## config.mk

```make
export PLATFORM = sky130hd
export DESIGN_NAME = uart_tx_fifo
export DESIGN_NICKNAME = d
export VERILOG_FILES = /design/src/rtl/uart_tx_fifo.sv
export SDC_FILE = /design/constraint.sdc
export NUM_CORES = 1
export LEC_CHECK = 0
export BUFFER_PORTS_ARGS = -buffer_cell sky130_fd_sc_hd__clkbuf_2
export CAP_MARGIN = 20
export CORE_MARGIN = 2
export CORE_UTILIZATION = 45
export DETAILED_ROUTE_END_ITERATION = 12
export GPL_TIMING_DRIVEN = 0
export PLACE_DENSITY = 0.7
export SETUP_SLACK_MARGIN = 0.1
export SLEW_MARGIN = 25
export SYNTH_ARGS = -nofsm -noshare
export SYNTH_HDL_FRONTEND = slang
export SYNTH_SLANG_ARGS = --single-unit
```

## constraint.sdc

```tcl
create_clock -name clk -period 5 [get_ports clk]
set_clock_uncertainty 0.1 [all_clocks]
set_input_delay 0.25 -clock clk [delete_from_list [all_inputs] [get_ports clk]]
set_output_delay 0.25 -clock clk [all_outputs]
set_load 0.03 [all_outputs]
```

## src/rtl/uart_tx_fifo.sv

```systemverilog
// rtl/uart_tx_fifo.sv - transmit byte FIFO feeding a UART transmitter handshake
//
// Purpose: buffers bytes from the bus-side writer in a circular FIFO and
// starts them one at a time on the transmitter via tx_en/tx_data, waiting
// for tx_ack before the next character.
//
// Ports:
//   clk, rst_n          clock, asynchronous active-low reset
//   wr_en, wr_data      enqueue strobe and byte
//   flush               discard queued bytes not yet started
//   send_en             allow new characters to start
//   clr_ovf             clear sticky overflow flag
//   full, empty, level  FIFO occupancy status
//   overflow            sticky: a write was dropped while full
//   idle                FIFO empty, FSM idle and transmitter not busy
//   tx_en, tx_data      start pulse and byte to transmitter
//   tx_busy, tx_ack     transmitter busy flag and character-done pulse

module uart_tx_fifo #(
    parameter int DEPTH_WIDTH = 4,
    parameter int DATA_BITS   = 8
) (
    input  logic                   clk,
    input  logic                   rst_n,
    input  logic                   wr_en,
    input  logic [DATA_BITS-1:0]   wr_data,
    input  logic                   flush,
    input  logic                   send_en,
    input  logic                   clr_ovf,
    output logic                   full,
    output logic                   empty,
    output logic [DEPTH_WIDTH:0]   level,
    output logic                   overflow,
    output logic                   idle,
    output logic                   tx_en,
    output logic [DATA_BITS-1:0]   tx_data,
    input  logic                   tx_busy,
    input  logic                   tx_ack
);

    localparam int DEPTH = 1 << DEPTH_WIDTH;
    localparam logic [DEPTH_WIDTH:0]   LEVEL_FULL = (DEPTH_WIDTH+1)'(DEPTH);
    localparam logic [DEPTH_WIDTH:0]   LEVEL_ONE  = (DEPTH_WIDTH+1)'(1);
    localparam logic [DEPTH_WIDTH-1:0] PTR_ONE    = DEPTH_WIDTH'(1);

    typedef enum logic [1:0] {
        S_IDLE,
        S_START,
        S_WAIT
    } state_t;

    state_t                 state_q;
    logic [DATA_BITS-1:0]   mem_q [DEPTH];
    logic [DEPTH_WIDTH-1:0] wr_ptr_q;
    logic [DEPTH_WIDTH-1:0] rd_ptr_q;
    logic [DEPTH_WIDTH:0]   level_q;
    logic [DEPTH_WIDTH:0]   level_d;
    logic                   ovf_q;
    logic                   ovf_d;
    logic                   tx_en_q;
    logic [DATA_BITS-1:0]   tx_data_q;

    logic push;
    logic pop;
    logic drop;

    assign full  = (level_q == LEVEL_FULL);
    assign empty = (level_q == '0);

    // A flush suppresses both the write and the pop in its cycle; a write
    // lost to a flush is not an overflow.
    assign push = wr_en & ~full & ~flush;
    assign drop = wr_en &  full & ~flush;
    assign pop  = (state_q == S_IDLE) & send_en & ~empty & ~tx_busy & ~flush;

    always_comb begin
        level_d = level_q;
        if (flush) begin
            level_d = '0;
        end else if (push && !pop) begin
            level_d = level_q + LEVEL_ONE;
        end else if (pop && !push) begin
            level_d = level_q - LEVEL_ONE;
        end
    end

    // Setting wins over clearing in the same cycle.
    assign ovf_d = drop | (ovf_q & ~clr_ovf);

    // Storage is not reset.
    always_ff @(posedge clk) begin
        if (push) begin
            mem_q[wr_ptr_q] <= wr_data;
        end
    end

    always_ff @(posedge clk or negedge rst_n) begin
        if (!rst_n) begin
            wr_ptr_q <= '0;
            rd_ptr_q <= '0;
            level_q  <= '0;
            ovf_q    <= 1'b0;
        end else begin
            level_q <= level_d;
            ovf_q   <= ovf_d;
            if (push) begin
                wr_ptr_q <= wr_ptr_q + PTR_ONE;
            end
            if (flush) begin
                rd_ptr_q <= wr_ptr_q;
            end else if (pop) begin
                rd_ptr_q <= rd_ptr_q + PTR_ONE;
            end
        end
    end

    always_ff @(posedge clk or negedge rst_n) begin
        if (!rst_n) begin
            state_q   <= S_IDLE;
            tx_en_q   <= 1'b0;
            tx_data_q <= '0;
        end else begin
            case (state_q)
                S_IDLE: begin
                    if (pop) begin
                        tx_data_q <= mem_q[rd_ptr_q];
                        tx_en_q   <= 1'b1;
                        state_q   <= S_START;
                    end
                end
                S_START: begin
                    tx_en_q <= 1'b0;
                    state_q <= S_WAIT;
                end
                S_WAIT: begin
                    // A flush here does not abort the character in flight.
                    if (tx_ack) begin
                        state_q <= S_IDLE;
                    end
                end
                default: begin
                    tx_en_q <= 1'b0;
                    state_q <= S_IDLE;
                end
            endcase
        end
    end

    assign level    = level_q;
    assign overflow = ovf_q;
    assign tx_en    = tx_en_q;
    assign tx_data  = tx_data_q;
    assign idle     = empty & (state_q == S_IDLE) & ~tx_busy;

endmodule

```

==> flow_summary.ini <==
[outcome]
status = completed

[worst_setup_path]
path_buf_inv = 1
cp-start-kind = flop
path_common_cell = a21o_1
crit_arrival_ns = 3.55
endpoint_kind = flop
max_stage_delay_ns = 0.51
crit_cells = 10
critical-path-slowest-cell = dfrtp_1
cp.required_ns = 5.21
crit_fanout = 10
critical_path.top_delay_family = compound AO/OA/AOI/OAI gates
crit_chain = nor4_1 > a21oi_2 > clkbuf_1 > nand2_1 > fa_1 > a21o_1 > a21o_1 > nor3_1 > nor2b_1 > o311ai_1
path_class = flop to flop
rr_worst_depth = 10

[sta]
hold_viol = 0
timing_worst_slew_pin_value_ns = 0.939
tns_ns = 0
fin_crit_sh_pct = 66.7
slew_headroom_pct = 37.1
fin_crit_ns = 3.34
rsz0062_at_grt = false
fmax_mhz = 300
setup_viol = 0
slew_violations = 0

[global_routing]
antenna_found_initial = 0
grt_max_degree = 26
grt_pass1_wl_um = 18800
grt_pass1_vias = 3378
grt_overflow = 0
grt.total_usage_pct = 17.6

[placement]
dp_hpwl_um = 7790
place_area_um2 = 6630
dpl.cell_count = 546
port_buffers = 33
gp_congestion = 0.720

[clocking]
htree_num_levels = 4
cts.sinks = 153
numCtsBuffers = 17
postCtsResizedCells = 0
cts_root_buf = clkbuf_16
cts_max_path_buffers = 2
clk_pin_slew_ns = 0.06
clk_latency_ns = 0.41
cts_setup_buffers = 0
cts_tree = built

[routing]
vias = 3232
avgViaCountPerCell = 5.57
drtIter0Drc = 225
routed_wl_um = 12100
wire_per_inst_um = 20.8
first_pass_iters = 5
ant_nets = 0
drc_errors = 0

[floorplanning]
coreArea_um2 = 13400
fp.dieH_um = 122
io_pins = 34
initial_core_util_pct = 46.5
die-area_um2 = 14800
chipWidth_um = 122
rows = 42

[final_layout]
finalNonFillerCells = 580
final_nets = 417
final_layout_size_suffix_gt1_share_pct = 29.7
areaGrowthSynthToFinish_pct = 16.3
final_area_um2 = 7240
utilization_pct = 54.0
antenna_cells = 0

[synthesis]
syn_nets = 363
avgSynthCellArea_um2 = 18.5
syn-instance-count = 337
seq_area_frac_synth_pct = 71.8
ys_warn_count = 0
synth-seq-cells = 153
synth.distinct_cells = 41
netlist_area_um2 = 6230

[power_and_ir_drop]
p_leak_nw = 2.59
ir_drop_mv = 0.337
power_density_nw_per_um2 = 561

[worst_hold_path]
hp-class = primary input to flop
hold_path_depth = 3

[flow_run]
maxCapViolCount = 0
## metrics by stage
step / hold slack (ns) / setup WS [ns] / power, mW
6_report: 0.00738 / 1.66 / 4.06
5_1_grt: 0.0162 / 1.38 / 4.24
4_1_cts: 0.00856 / 1.67 / 4.09
3_5_place_dp: 0.208 / 1.70 / 2.83
3_3_place_gp: 0.202 / 1.83 / 2.78
2_1_floorplan: -0.146 / 1.99 / 2.49
## cells in the mapped netlist (all sizes together)
library cell	n	area [µm²]
a2bb2oi	1	8.76
nor2	15	56.3
mux2	2	22.5
nand4bb	1	11.3
o22ai	1	6.26
a21oi	2	13.8
mux2i	18	180
nor2b	1	6.26
ha	9	113
dfrtp	25	626
buf	13	73.8
nand4	2	18.8
and2	1	6.26
a21o	3	22.5
xor2	3	26.3
nand2b	5	31.3
nor4	1	6.26
o211ai	1	7.51
clkbuf	5	18.8
nand3	4	20.0
o211a	1	10.0
inv	7	26.3
or3	1	6.26
o311ai	1	8.76
fa	1	20.0
o221ai	8	70.1
nand2	23	88.8
edfxtp	128	3840
mux4	32	721
or4	1	11.3
nor3	7	35.0
o21ai	6	30.0
xnor2	6	60.1
a22o	2	20.0
## flip-flops by register name (all words and copies together) (netlist names)
| name | count |
|---|---|
| tx_en | 1 |
| tx_data | 8 |
| overflow | 1 |
| mem_q | 128 |
| rd_ptr_q | 4 |
| wr_ptr_q | 4 |
| state_q | 2 |
| level | 5 |
## power by group
| group | leakage (nW) | switching, mW | total [mW] | internal [mW] |
|---|---|---|---|---|
| Sequential | 1.47 | 0.0895 | 1.61 | 1.52 |
| Clock | 0.285 | 0.524 | 1.27 | 0.745 |
| Combinational | 0.834 | 0.684 | 1.19 | 0.501 |
| Total | 2.59 | 1.30 | 4.06 | 2.77 |
## logic make-up after synthesis
kind of cell	count (synthesis)	share of synthesized area [%]
DFF	153	71.8
and+or+nand+nor	62	4.78
adders and majority gates	10	2.13
muxes	52	14.8
buffers and inverters	25	1.91
xor gates and xnor gates	9	1.39
AOI/OAI and AO/OA	26	3.18
## path summary, 6_finish.rpt
path | from | endpoint | slack, ns
worst max-delay path | level[1] | level[4] | 1.66
worst min-delay path | tx_ack | state_q[1] | 0.007
worst max register to register | level[1] | level[4] | 1.66
worst min register to register | state_q[1] | state_q[1] | 0.39
max in group asynchronous | rst_n | tx_data[1] | 4.05
min in group asynchronous | rst_n | level[3] | 0.31
## placed cells by master (no fill, tap or decap), drive strengths merged, types with 2 or more instances in the layout
| cell type | instances |
|---|---|
| bufinv | 2 |
| nand3 | 4 |
| clkbuf | 55 |
| clkinv | 5 |
| nand4 | 2 |
| mux4 | 32 |
| nor2 | 15 |
| a21o | 3 |
| nand2b | 5 |
| mux2i | 18 |
| o221ai | 8 |
| a22o | 2 |
| xnor2 | 6 |
| buf | 13 |
| o21ai | 6 |
| dlygate4sd3 | 2 |
| inv | 13 |
| nand2 | 23 |
| xor2 | 3 |
| dfrtp | 25 |
| nor3 | 7 |
| clkinvlp | 2 |
| a21oi | 2 |
| edfxtp | 128 |
| ha | 9 |
| mux2 | 2 |
## final cells by class
class,count,area (µm²)
buffer,18,92.6
clock buffer,17,425
clock inverter,15,165
fill,1044,6160
inverter,7,26.3
multi-input combinational,159,1660
sequential,153,4470
tap,176,220
timing repair buffer,35,185
## layer usage
layer | wire [µm] | GRT usage, %
met5 | 0 | 0
met4 | 212 | 5.32
met3 | 770 | 5.52
met2 | 5890 | 28.9
met1 | 5190 | 22.8
## repair_timing
item / in CTS / in global routing
setup endpoints to repair: 0 / 0
hold endpoints to repair: 26 / 0
hold buffers: 2 / 0
## worst reg2reg max path: cells and delay by family, from the launching register on
family / cells / cell delay (ns)
buf+inv: 1 / 0.39
simple gates: 4 / 0.71
compound gates: 4 / 1.05
flops: 1 / 0.51
fa+ha+maj: 1 / 0.47
Note: power is estimated with default switching activity, not from simulation.
